$ cat src/rtl/card_sequencer.sv
// Baccarat card-dealing sequencer: steps the datapath through the deal and third-card draws, then lights the winner.
// Optional NATURAL_CHECK_EN: when defined, a natural (8 or 9) on the first two cards skips straight to settlement.
module card_sequencer (
    input  logic       slow_clock,
    input  logic       resetb,
    input  logic [3:0] pscore,
    input  logic [3:0] dscore,
    input  logic [3:0] pcard3,
    output logic       load_pcard1,
    output logic       load_pcard2,
    output logic       load_pcard3,
    output logic       load_dcard1,
    output logic       load_dcard2,
    output logic       load_dcard3,
    output logic       player_win_light,
    output logic       dealer_win_light,
    output logic [3:0] state_out
);
    localparam int unsigned STATE_W = 4;
    localparam int unsigned LOAD_W  = 6;

    typedef enum logic [STATE_W-1:0] {
        IDLE    = 4'd0,
        DEAL_P1 = 4'd1,
        DEAL_D1 = 4'd2,
        DEAL_P2 = 4'd3,
        DEAL_D2 = 4'd4,
        EVAL_P  = 4'd5,
        DEAL_P3 = 4'd6,
        EVAL_D  = 4'd7,
        DEAL_D3 = 4'd8,
        SETTLE  = 4'd9,
        DONE    = 4'd10
    } state_e;

    state_e              state_q, state_d;
    logic                pdrew_q, pdrew_d;
    logic [LOAD_W-1:0]   load_q, load_d;   // {d3, p3, d2, p2, d1, p1}
    logic                player_q, player_d;
    logic                dealer_q, dealer_d;
    logic                natural_c;
    logic                dealer_draw_c;

    always_comb begin
`ifdef NATURAL_CHECK_EN
        natural_c = (pscore >= 4'd8) || (dscore >= 4'd8);
`else
        natural_c = 1'b0;
`endif
    end

    // Dealer third-card rule; once the player has drawn it depends on the player's third card.
    always_comb begin
        dealer_draw_c = 1'b0;
        if (!pdrew_q) begin
            dealer_draw_c = (dscore <= 4'd5);
        end else begin
            case (dscore)
                4'd0, 4'd1, 4'd2: dealer_draw_c = 1'b1;
                4'd3:             dealer_draw_c = (pcard3 != 4'd8);
                4'd4:             dealer_draw_c = (pcard3 >= 4'd2) && (pcard3 <= 4'd7);
                4'd5:             dealer_draw_c = (pcard3 >= 4'd4) && (pcard3 <= 4'd7);
                4'd6:             dealer_draw_c = (pcard3 >= 4'd6) && (pcard3 <= 4'd7);
                default:          dealer_draw_c = 1'b0;
            endcase
        end
    end

    always_comb begin
        state_d  = state_q;
        pdrew_d  = pdrew_q;
        player_d = 1'b0;
        dealer_d = 1'b0;
        load_d   = '0;
        case (state_q)
            IDLE: begin
                state_d = DEAL_P1;
                pdrew_d = 1'b0;
            end
            DEAL_P1: state_d = DEAL_D1;
            DEAL_D1: state_d = DEAL_P2;
            DEAL_P2: state_d = DEAL_D2;
            DEAL_D2: state_d = EVAL_P;
            EVAL_P: begin
                if (natural_c)             state_d = SETTLE;
                else if (pscore <= 4'd5)   state_d = DEAL_P3;
                else                       state_d = EVAL_D;
            end
            DEAL_P3: begin
                pdrew_d = 1'b1;
                state_d = EVAL_D;
            end
            EVAL_D:  state_d = dealer_draw_c ? DEAL_D3 : SETTLE;
            DEAL_D3: state_d = SETTLE;
            SETTLE: begin
                state_d  = DONE;
                player_d = (pscore >= dscore);
                dealer_d = (dscore >= pscore);
            end
            DONE: begin
                state_d  = DONE;
                player_d = player_q;
                dealer_d = dealer_q;
            end
            default: state_d = IDLE;
        endcase

        // Strobes are registered from the next state so each is high exactly while in its deal state.
        case (state_d)
            DEAL_P1: load_d[0] = 1'b1;
            DEAL_D1: load_d[1] = 1'b1;
            DEAL_P2: load_d[2] = 1'b1;
            DEAL_D2: load_d[3] = 1'b1;
            DEAL_P3: load_d[4] = 1'b1;
            DEAL_D3: load_d[5] = 1'b1;
            default: load_d    = '0;
        endcase
    end

    always_ff @(posedge slow_clock or negedge resetb) begin
        if (!resetb) begin
            state_q  <= IDLE;
            pdrew_q  <= 1'b0;
            load_q   <= '0;
            player_q <= 1'b0;
            dealer_q <= 1'b0;
        end else begin
            state_q  <= state_d;
            pdrew_q  <= pdrew_d;
            load_q   <= load_d;
            player_q <= player_d;
            dealer_q <= dealer_d;
        end
    end

    assign load_pcard1      = load_q[0];
    assign load_dcard1      = load_q[1];
    assign load_pcard2      = load_q[2];
    assign load_dcard2      = load_q[3];
    assign load_pcard3      = load_q[4];
    assign load_dcard3      = load_q[5];
    assign player_win_light = player_q;
    assign dealer_win_light = dealer_q;
    assign state_out        = state_q;

endmodule

$ cat config.mk
export PLATFORM = sky130hd
export DESIGN_NAME = card_sequencer
export DESIGN_NICKNAME = d
export VERILOG_FILES = /design/src/rtl/card_sequencer.sv
export SDC_FILE = /design/constraint.sdc
export NUM_CORES = 1
export LEC_CHECK = 0
export BUFFER_PORTS_ARGS = -buffer_cell sky130_fd_sc_hd__buf_2
export CELL_PAD_IN_SITES_DETAIL_PLACEMENT = 1
export CELL_PAD_IN_SITES_GLOBAL_PLACEMENT = 1
export CORE_AREA = 2 2 47 49
export DETAILED_ROUTE_END_ITERATION = 12
export DIE_AREA = 0 0 49 51
export PLACE_DENSITY_LB_ADDON = 0.1
export SYNTH_ARGS = -nofsm -noshare
export SYNTH_HDL_FRONTEND = slang
export SYNTH_SLANG_ARGS = --single-unit
$ cat constraint.sdc
create_clock -name slow_clock -period 3 [get_ports slow_clock]
set_clock_uncertainty 0.2 [all_clocks]
set_input_delay 0.15 -clock slow_clock [delete_from_list [all_inputs] [get_ports slow_clock]]
set_output_delay 0.15 -clock slow_clock [all_outputs]
set_load 0.01 [all_outputs]
==> results.tsv, run 1 <==
stage	metric	value	unit
outcome	status	finished, final reports clean	
yosys	synth_area	708	um^2
critical_path	reg2reg_from	state_out[2]$_DFF_PN0_	
finish	antennaDiodeCount	0	
pwr	powerDensity	782	nW/um^2
drt	drc_errors	0	
yosys	synth-xor-area-share	1.24	%
floorplanning	top_level_ports	26	
yosys	synth_top_area_cell	dfrtp_1	
yosys	synth_most_common_cell	dfrtp_1	
yosys	synth_edf_count	0	
pwr	p_leak	0.481	nW
critical_path	startpoint_type	flip-flop	
sta	max_freq	0.517	GHz
critical_path	startpoint	state_out[2]$_DFF_PN0_	
place	gp_congestion	0.703	
clocking	clk_pin_slew	0.08	ns
drt	drtAntennaViolNets	0	
global_routing	grt_use_total	15.0	%
finish	syn2layout_area_growth	29.5	%
floorplanning	num_rows	17	
critical_path	crit_required	3.01	ns
drt	vias	646	
yosys	ys.flop_type	dfrtp_1	
critical_path	max_stage_delay	0.59	ns
critical_path	crit_chain	nand2_1 -> a2111oi_1 -> dlygate4sd3_1	
yosys	synth-compound-area-share	19.1	%
yosys	post_synth_num_cell_types	31	
floorplanning	core_area	2060	um^2
clocking	h-tree-depth	1	
drt	drt-initial-drc-count	2	
yosys	synth_top_family_by_area	simple AND/OR/NAND/NOR gates	
finish	layout.cells.non_filler	130	
floorplanning	dieHeight	51	um
floorplanning	die_w	49	um
critical_path	worst-path-buf-inv	1	
floorplanning	start_util	34.3	%
global_routing	grt.overflow.total	0	
sta	finalCriticalPeriod	1.94	ns
place	place_inst	122	
drt	wire_per_inst	12.5	um
sta	worst_pin_slew	0.368	ns
drt	finalWirelength	1630	um
clocking	clock_latency	0.27	ns
yosys	async_reset_ff_share	100	%
yosys	synthSimpleGateAreaFrac	19.6	%
yosys	synth.area.mux_share	1.41	%
clocking	cts.sinks	13	
global_routing	grt_pass1_wl	2880	um
global_routing	antenna_found_initial	0	
finish	post-route-util	44.5	%
sta	period_share	64.5	%
floorplanning	die_area	2500	um^2
drt	viasPerCell	4.97	
critical_path	crit_fanout	12	
yosys	synthTopCellsByArea	dfrtp_1 (46%), ha_1 (7.1%), nor3_1 (4.2%), inv_1 (3.2%), nand2_1 (3.2%)	
critical_path	path_class	reg2reg	
yosys	ys_ff_latch	13	
drt	first_pass_iters	2	
worst_hold_path	holdCritStartpoint	dscore[1]	
yosys	synthesis.instances	72	
place	io_buffer_count	25	
sta	hold_viol	0	
sta	fin_tns_setup	0	ns
finish	multi_input_area	343	um^2
finish	fillers	254	
finish	regArea	325	um^2
sta	rsz0062_at_grt	false	
yosys	synth_top_area_share	45.9	%
yosys	synth_nets	90	
pwr	irDropWorstVdd	0.494	mV
clocking	numCtsBuffers	3	
flow_run	maxCapViolCount	0	
yosys	syn_area_per_cell	9.84	um^2
critical_path	end_kind	flip-flop	
sta	setup_viol	0	
clocking	cts_tree	done	
worst_hold_path	hold_path_class	in2reg	
global_routing	grt_max_degree	14	
sta	timing.final.max_slew_violations	0	
finish	nets	121	
finish	layout-drive-gt1-share	30.4	%
yosys	yosysWarnings	0	
clocking	cts.repair.resized	0	
critical_path	cp_top_family	buffers and inverters	
critical_path	cp_data_arrival_time	1.95	ns
critical_path	cp_slowest_cell	dlygate4sd3_1	
sta	slew_headroom	75.5	%
yosys	synth_commonest_cells	dfrtp_1 (13), inv_1 (6), nand2_1 (6), nor3_1 (6), ha_1 (4)	
global_routing	grt_pass1_vias	671	
clocking	cts_buffer_depth	2	
yosys	synthAdderAreaFrac	7.07	%
place	dp_hpwl	1270	um
clocking	clock-root-buffer	clkbuf_4	
yosys	yosysSeqAreaShare	45.9	%
through the flow:
stage          total power, mW  instance area (um^2)  setup WS, ns  hold WS (ns)
2_1_floorplan            0.514                   708          1.52        -0.346
3_3_place_gp             0.611                   851          1.37        -0.144
3_5_place_dp             0.614                   851          1.34        -0.142
4_1_cts                  0.731                   917          1.05        0.0200
5_1_grt                  0.786                   917         0.894        0.0519
6_report                 0.717                   917          1.06        0.0238
cells in the final DEF (no fill, tap or decap):
cell type	Yosys	final
o21ai_0	3	3
nor4_1	1	1
nand4_1	1	1
o21bai_1	2	2
inv_1	6	6
nor2b_4	1	1
nand2b_1	3	3
nor2_1	3	3
o21ai_2	1	1
xor2_1	1	1
o22ai_1	1	1
a2111oi_1	1	1
a21oi_1	3	3
nor3_1	6	6
o22a_1	1	1
nor3b_2	1	1
a31oi_1	1	1
ha_1	4	4
nor2b_1	2	2
a22oi_1	1	1
dfrtp_1	13	13
dlygate4sd3_1	0	4
a41o_1	1	1
nand2_1	6	6
o21a_1	2	2
nand3_1	1	1
clkbuf_4	0	3
o31a_1	1	1
buf_2	1	25
clkbuf_1	0	1
a32oi_1	1	1
mux2i_1	1	1
state kept, by name (all words and copies together) (netlist names):
name / count
load_q: 6
state_out: 4
dealer_win_light: 1
pdrew_q: 1
player_win_light: 1
where the power goes:
part / internal, mW / total (mW) / switching (mW)
clock network: 0.0515 / 0.106 / 0.0542
logic: 0.137 / 0.292 / 0.155
registers: 0.237 / 0.320 / 0.0828
total: 0.425 / 0.717 / 0.292
worst register-to-register path, stage by stage (launching register included):
cell and delay [ns]:
dfrtp_1 0.57, nand2_1 0.20, a2111oi_1 0.32, dlygate4sd3_1 0.59
final cells by class:
| type | count | share of cell area [%] |
|---|---|---|
| clock buffers | 4 | 2.86 |
| inverters | 6 | 2.46 |
| multi-input cells | 50 | 37.4 |
| flip-flops and latches | 13 | 35.5 |
| well taps | 28 | 3.82 |
| repair buffers | 29 | 18.0 |
worst paths after layout:
path | endpoint | slack [ns] | cells past startpoint
worst max register to register | load_q[4]$_DFF_PN0_ | 1.06 | 3
max in group asynchronous | dealer_win_light$_DFFE_PN0N_ | 2.28 | 2
worst max-delay path | load_q[4]$_DFF_PN0_ | 1.06 | 3
worst min register to register | player_win_light$_DFFE_PN0N_ | 0.34 | 2
min in group asynchronous | state_out[1]$_DFF_PN0_ | 0.09 | 2
worst min-delay path | load_q[5]$_DFF_PN0_ | 0.02 | 4
logic make-up after synthesis:
| logic type | count (synthesis) |
|---|---|
| buffers and inverters | 9 |
| multiplexers | 1 |
| XOR/XNOR | 1 |
| adder cells (fa/ha/maj) | 4 |
| AO/OA/AOI/OAI | 19 |
| AND/OR/NAND/NOR | 25 |
| flip-flops | 13 |
timing repair:
item                      in CTS  in global routing
hold buffers                   4                  0
hold endpoints to repair      15                  0
buffers inserted               0                  0
layer usage:
layer | wire (um) | track usage, %
met5 | 0 | 0
met4 | 5 | 7.14
met3 | 88 | 2.34
met2 | 804 | 25.3
met1 | 732 | 18.8
Note: power is estimated with default switching activity, not from simulation.
==> run 2, diff against run 1 <==
--- a/config.mk
+++ b/config.mk
@@ -8,9 +8,9 @@
 export BUFFER_PORTS_ARGS = -buffer_cell sky130_fd_sc_hd__buf_2
 export CELL_PAD_IN_SITES_DETAIL_PLACEMENT = 1
 export CELL_PAD_IN_SITES_GLOBAL_PLACEMENT = 1
-export CORE_AREA = 2 2 47 49
+export CORE_AREA = 2 2 51 53
 export DETAILED_ROUTE_END_ITERATION = 12
-export DIE_AREA = 0 0 49 51
+export DIE_AREA = 0 0 53 55
 export PLACE_DENSITY_LB_ADDON = 0.1
 export SYNTH_ARGS = -nofsm -noshare
 export SYNTH_HDL_FRONTEND = slang
==> constraint.sdc (replaced) <==
create_clock -name slow_clock -period 1.6 [get_ports slow_clock]
set_clock_uncertainty 0.2 [all_clocks]
set_input_delay 0.08 -clock slow_clock [delete_from_list [all_inputs] [get_ports slow_clock]]
set_output_delay 0.08 -clock slow_clock [all_outputs]
set_load 0.01 [all_outputs]
==> results.tsv, run 2 (same netlist as run 1, synthesis figures left out) <==
stage	metric	value	unit	change
drt	routed-wl-met2	934	um	was 804 um
finish	largest_reg_flops	6		unchanged
drt	vias	677		was 646
place	io_buffer_count	25		unchanged
clocking	cts.sinks	13		unchanged
place	gp_congestion	0.700		was 0.703
clocking	clock_latency	0.27	ns	about the same
sta	period_share	94.0	%	
drt	first_pass_iters	3		was 2
pwr	p_clk_share	13.9	%	was 14.7%
drt	drtAntennaViolNets	0		unchanged
clocking	h-tree-depth	1		unchanged
floorplanning	die_area	2920	um^2	was 2500 um^2
critical_path	rr_worst_depth	4		was 3
finish	final_common_cell	buf_2		unchanged
critical_path	worstReg2RegEnd	dealer_win_light$_DFFE_PN0N_		was load_q[4]$_DFF_PN0_
critical_path	startpoint_type	input pin		was flip-flop
finish	layout-drive-gt1-share	32.4	%	was 30.4%
flow_run	maxCapViolCount	0		unchanged
drt	wire_per_inst	13.4	um	was 12.5 um
pwr	p_leak	0.506	nW	was 0.481 nW
global_routing	grt_use_total	14.3	%	was 15.0%
floorplanning	start_util	29.9	%	was 34.3%
critical_path	crit_fanout	3		was 12
pwr	seq_power_share	36.6	%	was 44.6%
pwr	powerDensity	1440	nW/um^2	was 782 nW/um^2
drt	drt-initial-drc-count	5		was 2
finish	syn2layout_area_growth	39.0	%	was 29.5%
pwr	irDropWorstVdd	0.654	mV	was 0.494 mV
floorplanning	die_w	53	um	was 49 um
worst_hold_path	hold_path_class	in2async		was in2reg
sta	timing.final.max_slew_violations	0		unchanged
drt	top_layer	met4		unchanged
clocking	numCtsBuffers	3		unchanged
floorplanning	core_area	2360	um^2	was 2060 um^2
pwr	sw_frac_of_total	40.2	%	was 40.8%
finish	layout_common_cells	buf_2 (25), dfrtp_1 (13), dlygate4sd3_1 (7)		was buf_2 (25), dfrtp_1 (13), inv_1 (6), nand2_1 (6), nor3_1 (6)
critical_path	cp-endpoint	player_win_light$_DFFE_PN0N_		was load_q[4]$_DFF_PN0_
drt	m1WireLength	808	um	was 732 um
sta	hold_viol	0		unchanged
sta	fin_tns_setup	0	ns	unchanged
global_routing	grt_max_degree	14		unchanged
clocking	cts_buffer_depth	2		unchanged
sta	finalCriticalPeriod	1.50	ns	
critical_path	end_kind	flip-flop		unchanged
place	pre_cts_ws	0.00835	ns	was 1.34 ns
clocking	cts_tree	done		unchanged
outcome	status	finished, final reports clean		unchanged
clocking	post-cts-setup-buffers	0		unchanged
pwr	combPwrFrac	49.4	%	was 40.7%
drt	drc_errors	0		unchanged
global_routing	grt.overflow.total	0		unchanged
clocking	clock-root-buffer	clkbuf_4		unchanged
finish	top_register	load_q		unchanged
critical_path	ff2ff_setup_slack	0.27	ns	was 1.06 ns
finish	antennaDiodeCount	0		unchanged
sta	slew_headroom	79.1	%	was 75.5%
critical_path	cp_data_arrival_time	1.46	ns	was 1.95 ns
finish	layout.cells.non_filler	138		was 130
global_routing	grt_pass1_vias	670		was 671
floorplanning	num_rows	18		was 17
pwr	total_power	1.42	mW	was 717 uW
pwr	p_sw	570	uW	was 292 uW
global_routing	grt_pass1_wl	2960	um	was 2880 um
sta	setup_ws	0.0959	ns	was 1.06 ns
place	dp_hpwl	1370	um	was 1270 um
critical_path	path_class	in2reg		was reg2reg
place	place_inst	127		was 122
critical_path	reg2reg_from	state_out[0]$_DFF_PN0_		was state_out[2]$_DFF_PN0_
critical_path	startpoint	pscore[3]		was state_out[2]$_DFF_PN0_
drt	viasPerCell	4.91		was 4.97
sta	rsz0062_at_grt	false		unchanged
sta	worst_pin_slew	0.313	ns	was 0.368 ns
sta	max_freq	0.665	GHz	
floorplanning	dieHeight	55	um	was 51 um
sta	hold-worst-slack	0.0106	ns	was 0.0238 ns
finish	nets	127		was 121
pwr	p_int	849	uW	was 425 uW
global_routing	antenna_found_initial	0		unchanged
floorplanning	top_level_ports	26		unchanged
critical_path	crit_required	1.56	ns	was 3.01 ns
drt	wl_met3	92	um	was 88 um
clocking	clk_pin_slew	0.08	ns	about the same
sta	setup_viol	0		unchanged
drt	finalWirelength	1850	um	was 1630 um
run 2: changes by cell type in the layout (fill, tap and decap cells not counted):
cell,change
buf_4,+3
dlygate4sd3_1,+3
ha_1,-1
ha_4,+1
run 2: metrics by stage:
step           util [%]  cell area, um^2
6_report           41.6              985
2_1_floorplan         -              708
3_3_place_gp       37.0              876
4_1_cts            41.1              972
3_5_place_dp       37.0              876
5_1_grt            41.6              985
run 2: area by class of cell:
type	count	area (um^2)
clock buffers	4	26.3
repair buffers	35	218
flip-flops and latches	13	325
well taps	30	37.5
multi-input cells	50	355
inverters	6	22.5
fillers	292	1380
run 2: worst min-delay path by stage:
stage          cells after the start                           end  slack, ns
2_1_floorplan                      0  dealer_win_light$_DFFE_PN0N_      -0.42
3_3_place_gp                       1           load_q[1]$_DFF_PN0_      -0.22
3_5_place_dp                       1           load_q[2]$_DFF_PN0_      -0.21
4_1_cts                            4           load_q[5]$_DFF_PN0_       0.02
5_1_grt                            2           load_q[2]$_DFF_PN0_       0.05
6_report                           2           load_q[2]$_DFF_PN0_       0.01
run 2: timing repair:
action / 4_1_cts / 5_1_grt
hold endpoints to repair: 15 / 0
setup endpoints to repair: 0 / 2
resized for setup: 0 / 1
hold buffers: 7 / 0
run 2: worst max-delay path, cell delays in order:
cell and delay [ns]:
dlygate4sd3_1 0.53, buf_2 0.14, inv_1 0.09, ha_4 0.21, nand4_1 0.08, o21ai_0 0.09
o21bai_1 0.16, a21oi_1 0.08
run 2: metal layers:
layer	GRT usage (%)	vias up
met5	0	-
met4	6.41	0
met3	1.61	2
met2	25.2	17
met1	17.6	327
li1	-	331
run 2: power by group through the flow:
| stage | registers (mW) | logic (mW) | clock network [mW] |
|---|---|---|---|
| after floorplan | 0.565 | 0.399 | 0 |
| after global placement | 0.520 | 0.691 | 0 |
| after detailed placement | 0.529 | 0.695 | 0 |
| after CTS | 0.525 | 0.713 | 0.210 |
| after global routing | 0.537 | 0.801 | 0.226 |
| final | 0.520 | 0.702 | 0.198 |
==> run 3, diff against run 2 <==
--- a/config.mk
+++ b/config.mk
@@ -5,12 +5,13 @@
 export SDC_FILE = /design/constraint.sdc
 export NUM_CORES = 1
 export LEC_CHECK = 0
+export ABC_AREA = 1
 export BUFFER_PORTS_ARGS = -buffer_cell sky130_fd_sc_hd__buf_2
 export CELL_PAD_IN_SITES_DETAIL_PLACEMENT = 1
 export CELL_PAD_IN_SITES_GLOBAL_PLACEMENT = 1
-export CORE_AREA = 2 2 51 53
+export CORE_AREA = 2 2 52 54
 export DETAILED_ROUTE_END_ITERATION = 12
-export DIE_AREA = 0 0 53 55
+export DIE_AREA = 0 0 54 56
 export PLACE_DENSITY_LB_ADDON = 0.1
 export SYNTH_ARGS = -nofsm -noshare
 export SYNTH_HDL_FRONTEND = slang
==> results.tsv, run 3 <==
stage	metric	value	unit	change
yosys	synth_top_area_share	45.5	%	was 45.9%
clocking	cts.sinks	13		unchanged
global_routing	grt_pass1_vias	744		was 670
place	gp_congestion	0.765		was 0.700
yosys	ys.flop_type	dfrtp_1		unchanged
critical_path	rr_worst_depth	7		was 4
sta	max_freq	0.677	GHz	was 0.665 GHz
drt	drt-initial-drc-count	3		was 5
clocking	cts_buffer_depth	2		unchanged
yosys	synthesis.instances	92		was 72
yosys	ys_ff_latch	13		unchanged
critical_path	cp_data_arrival_time	1.45	ns	was 1.46 ns
drt	drc_errors	0		unchanged
pwr	combPwrFrac	47.7	%	was 49.4%
yosys	post_synth_num_cell_types	18		was 31
sta	hold_viol	0		unchanged
clocking	h-tree-depth	1		unchanged
drt	vias	694		was 677
place	post_dp_cell_area	878	um^2	was 876 um^2
critical_path	cp_top_family	buffers and inverters		unchanged
yosys	synth_edf_count	0		unchanged
global_routing	grt_pass1_wl	3240	um	was 2960 um
critical_path	end_kind	flip-flop		unchanged
yosys	yosysWarnings	0		unchanged
drt	drtAntennaViolNets	0		unchanged
sta	setup_viol	0		unchanged
finish	final_common_cell	buf_2		unchanged
floorplanning	die_w	54	um	was 53 um
critical_path	worst-path-buf-inv	2		was 3
floorplanning	die_area	3020	um^2	was 2920 um^2
critical_path	ff2ff_setup_slack	0.14	ns	was 0.27 ns
pwr	sw_frac_of_total	44.3	%	was 40.2%
finish	nets	142		was 127
drt	first_pass_iters	2		was 3
sta	worst_pin_slew	0.293	ns	was 0.313 ns
yosys	synthTopCellsByArea	dfrtp_1 (45%), nand2_1 (10%), inv_1 (7.9%), ha_1 (7.0%), nor2_1 (6.3%)		was dfrtp_1 (46%), ha_1 (7.1%), nor3_1 (4.2%), inv_1 (3.2%), nand2_1 (3.2%)
pwr	irDropWorstVdd	0.930	mV	was 0.654 mV
critical_path	cp_common_cell	nand2_1		
clocking	clk_pin_slew	0.08	ns	about the same
drt	wire_per_inst	11.7	um	was 13.4 um
global_routing	grt_max_degree	14		unchanged
finish	syn2layout_area_growth	29.9	%	was 39.0%
flow_run	maxCapViolCount	0		unchanged
critical_path	max_stage_delay	0.54	ns	was 0.53 ns
pwr	powerDensity	1560	nW/um^2	was 1440 nW/um^2
critical_path	startpoint_type	input pin		unchanged
sta	slew_headroom	80.5	%	was 79.1%
finish	largest_reg_flops	6		unchanged
pwr	p_clk_share	14.0	%	was 13.9%
yosys	synth_commonest_cells	nand2_1 (20), inv_1 (15), dfrtp_1 (13)		was dfrtp_1 (13), inv_1 (6), nand2_1 (6), nor3_1 (6), ha_1 (4)
clocking	clock-root-buffer	clkbuf_4		unchanged
finish	layout-drive-gt1-share	32.5	%	was 32.4%
clocking	numCtsBuffers	3		unchanged
place	io_buffer_count	25		unchanged
outcome	status	finished, final reports clean		unchanged
sta	finalCriticalPeriod	1.48	ns	was 1.50 ns
drt	finalWirelength	1800	um	was 1850 um
critical_path	crit_required	1.57	ns	was 1.56 ns
place	dp_hpwl	1470	um	was 1370 um
floorplanning	start_util	29.4	%	was 29.9%
clocking	cts_tree	done		unchanged
yosys	async_reset_ff_share	100	%	unchanged
global_routing	grt.overflow.total	0		unchanged
pwr	seq_power_share	38.3	%	was 36.6%
yosys	synth_top_area_cell	dfrtp_1		unchanged
finish	postLayoutCellArea	930	um^2	was 985 um^2
yosys	synth_nets	110		was 90
sta	rsz0062_at_grt	false		unchanged
critical_path	cp.depth	7		was 8
floorplanning	num_rows	18		unchanged
floorplanning	dieHeight	56	um	was 55 um
critical_path	crit_chain	dlygate4sd3_1 -> buf_2 -> ha_1 -> a21oi_2 -> nand3_1 -> nand2_1 -> nand2_1		was dlygate4sd3_1 -> buf_2 -> inv_1 -> ha_4 -> nand4_1 -> o21ai_0 -> o21bai_1 -> a21oi_1
pwr	p_leak	0.555	nW	was 0.506 nW
sta	period_share	92.4	%	was 94.0%
finish	layout_common_cells	buf_2 (25), nand2_1 (20), inv_1 (15), nor2_1 (12), dfrtp_1 (12)		was buf_2 (25), dfrtp_1 (13), dlygate4sd3_1 (7)
worst_hold_path	hold_path_class	in2async		unchanged
critical_path	crit_fanout	3		unchanged
floorplanning	core_area	2430	um^2	was 2360 um^2
critical_path	cp_slowest_cell	dlygate4sd3_1		unchanged
finish	top_register	load_q		unchanged
global_routing	antenna_found_initial	0		unchanged
sta	fin_tns_setup	0	ns	unchanged
drt	viasPerCell	4.54		was 4.91
yosys	syn_area_per_cell	7.78	um^2	was 9.84 um^2
floorplanning	top_level_ports	26		unchanged
sta	timing.final.max_slew_violations	0		unchanged
yosys	synth_area	716	um^2	was 708 um^2
yosys	yosysSeqAreaShare	45.5	%	was 45.9%
yosys	synth_most_common_cell	nand2_1		was dfrtp_1
global_routing	grt_use_total	14.7	%	was 14.3%
finish	antennaDiodeCount	0		unchanged
critical_path	path_class	in2reg		unchanged
clocking	clock_latency	0.27	ns	about the same
pwr	p_sw	641	uW	was 570 uW
pwr	p_int	806	uW	was 849 uW
-- run 3: cell types whose count changed in the layout (fill, tap and decap cells not counted), sizes merged, moves of 2 or more --
cell	change
dlygate4sd3	-5
o21bai	-2
nor2	+10
nand2	+16
inv	+13
o21a	-2
nand3	+6
nand2b	-3
nor2b	-3
buf	-3
nor3	-5
-- run 3: final cells by class --
class	instances	area, um^2
tap	30	37.5
inverter	19	71.3
sequential	13	327
clock buffer	4	26.3
timing repair buffer	27	145
multi-input combinational	60	323
fill	330	1500
-- run 3: logic make-up (layout without fill, tap and decap cells) --
| family | after synthesis | after routing | share of synthesized area [%] |
|---|---|---|---|
| simple gates | 45 | 45 | 26.7 |
| compound gates | 11 | 11 | 10.8 |
| flops | 13 | 13 | 45.5 |
| fa+ha+maj | 4 | 4 | 6.99 |
| buf+inv | 19 | 50 | 9.96 |
-- run 3: stage by stage --
stage / std cells / hold WS, ns / util [%] / setup WS [ns] / total power [mW]
after CTS: 153 / 0.0200 / 38.0 / 0.0800 / 1.47
after floorplan: 92 / -0.416 / - / 0.268 / 0.998
after global routing: 153 / 0.0406 / 38.2 / 0.000902 / 1.60
final: 153 / 0.0182 / 38.2 / 0.122 / 1.45
after global placement: 147 / -0.215 / 36.1 / 0.139 / 1.25
after detailed placement: 147 / -0.214 / 36.1 / 0.119 / 1.25
-- run 3: power groups by stage --
stage / Combinational [mW] / Sequential [mW] / Clock, mW
CTS: 0.703 / 0.555 / 0.214
global route: 0.795 / 0.576 / 0.231
finish: 0.690 / 0.554 / 0.202
detailed placement: 0.690 / 0.560 / 0
floorplan: 0.387 / 0.611 / 0
global placement: 0.692 / 0.559 / 0
-- run 3: worst paths after layout --
check | endpoint | from
worst min register to register | dealer_win_light$_DFFE_PN0N_ | dealer_win_light$_DFFE_PN0N_
max in group asynchronous | state_out[2]$_DFF_PN0_ | resetb
worst min-delay path | load_q[0]$_DFF_PN0_ | resetb
worst max-delay path | dealer_win_light$_DFFE_PN0N_ | dscore[3]
worst max register to register | load_q[4]$_DFF_PN0_ | state_out[1]$_DFF_PN0_
min in group slow_clock | state_out[0]$_DFF_PN0_ | pscore[3]
-- run 3: routing by layer --
metal,vias up,share of wire (%),wire length (um),GRT usage [%]
met1,324,47,853,19.4
met4,0,0.56,10,3.21
met5,-,0,0,0
met2,14,47,846,22.5
li1,354,-,-,-
met3,2,4.8,87,5.65
-- run 3: repair_timing --
item                       4_1_cts  5_1_grt
hold buffers                     2        0
gates resized for setup          0        2
setup endpoints to repair        0        4
buffers inserted                 0        0
hold endpoints to repair        14        0
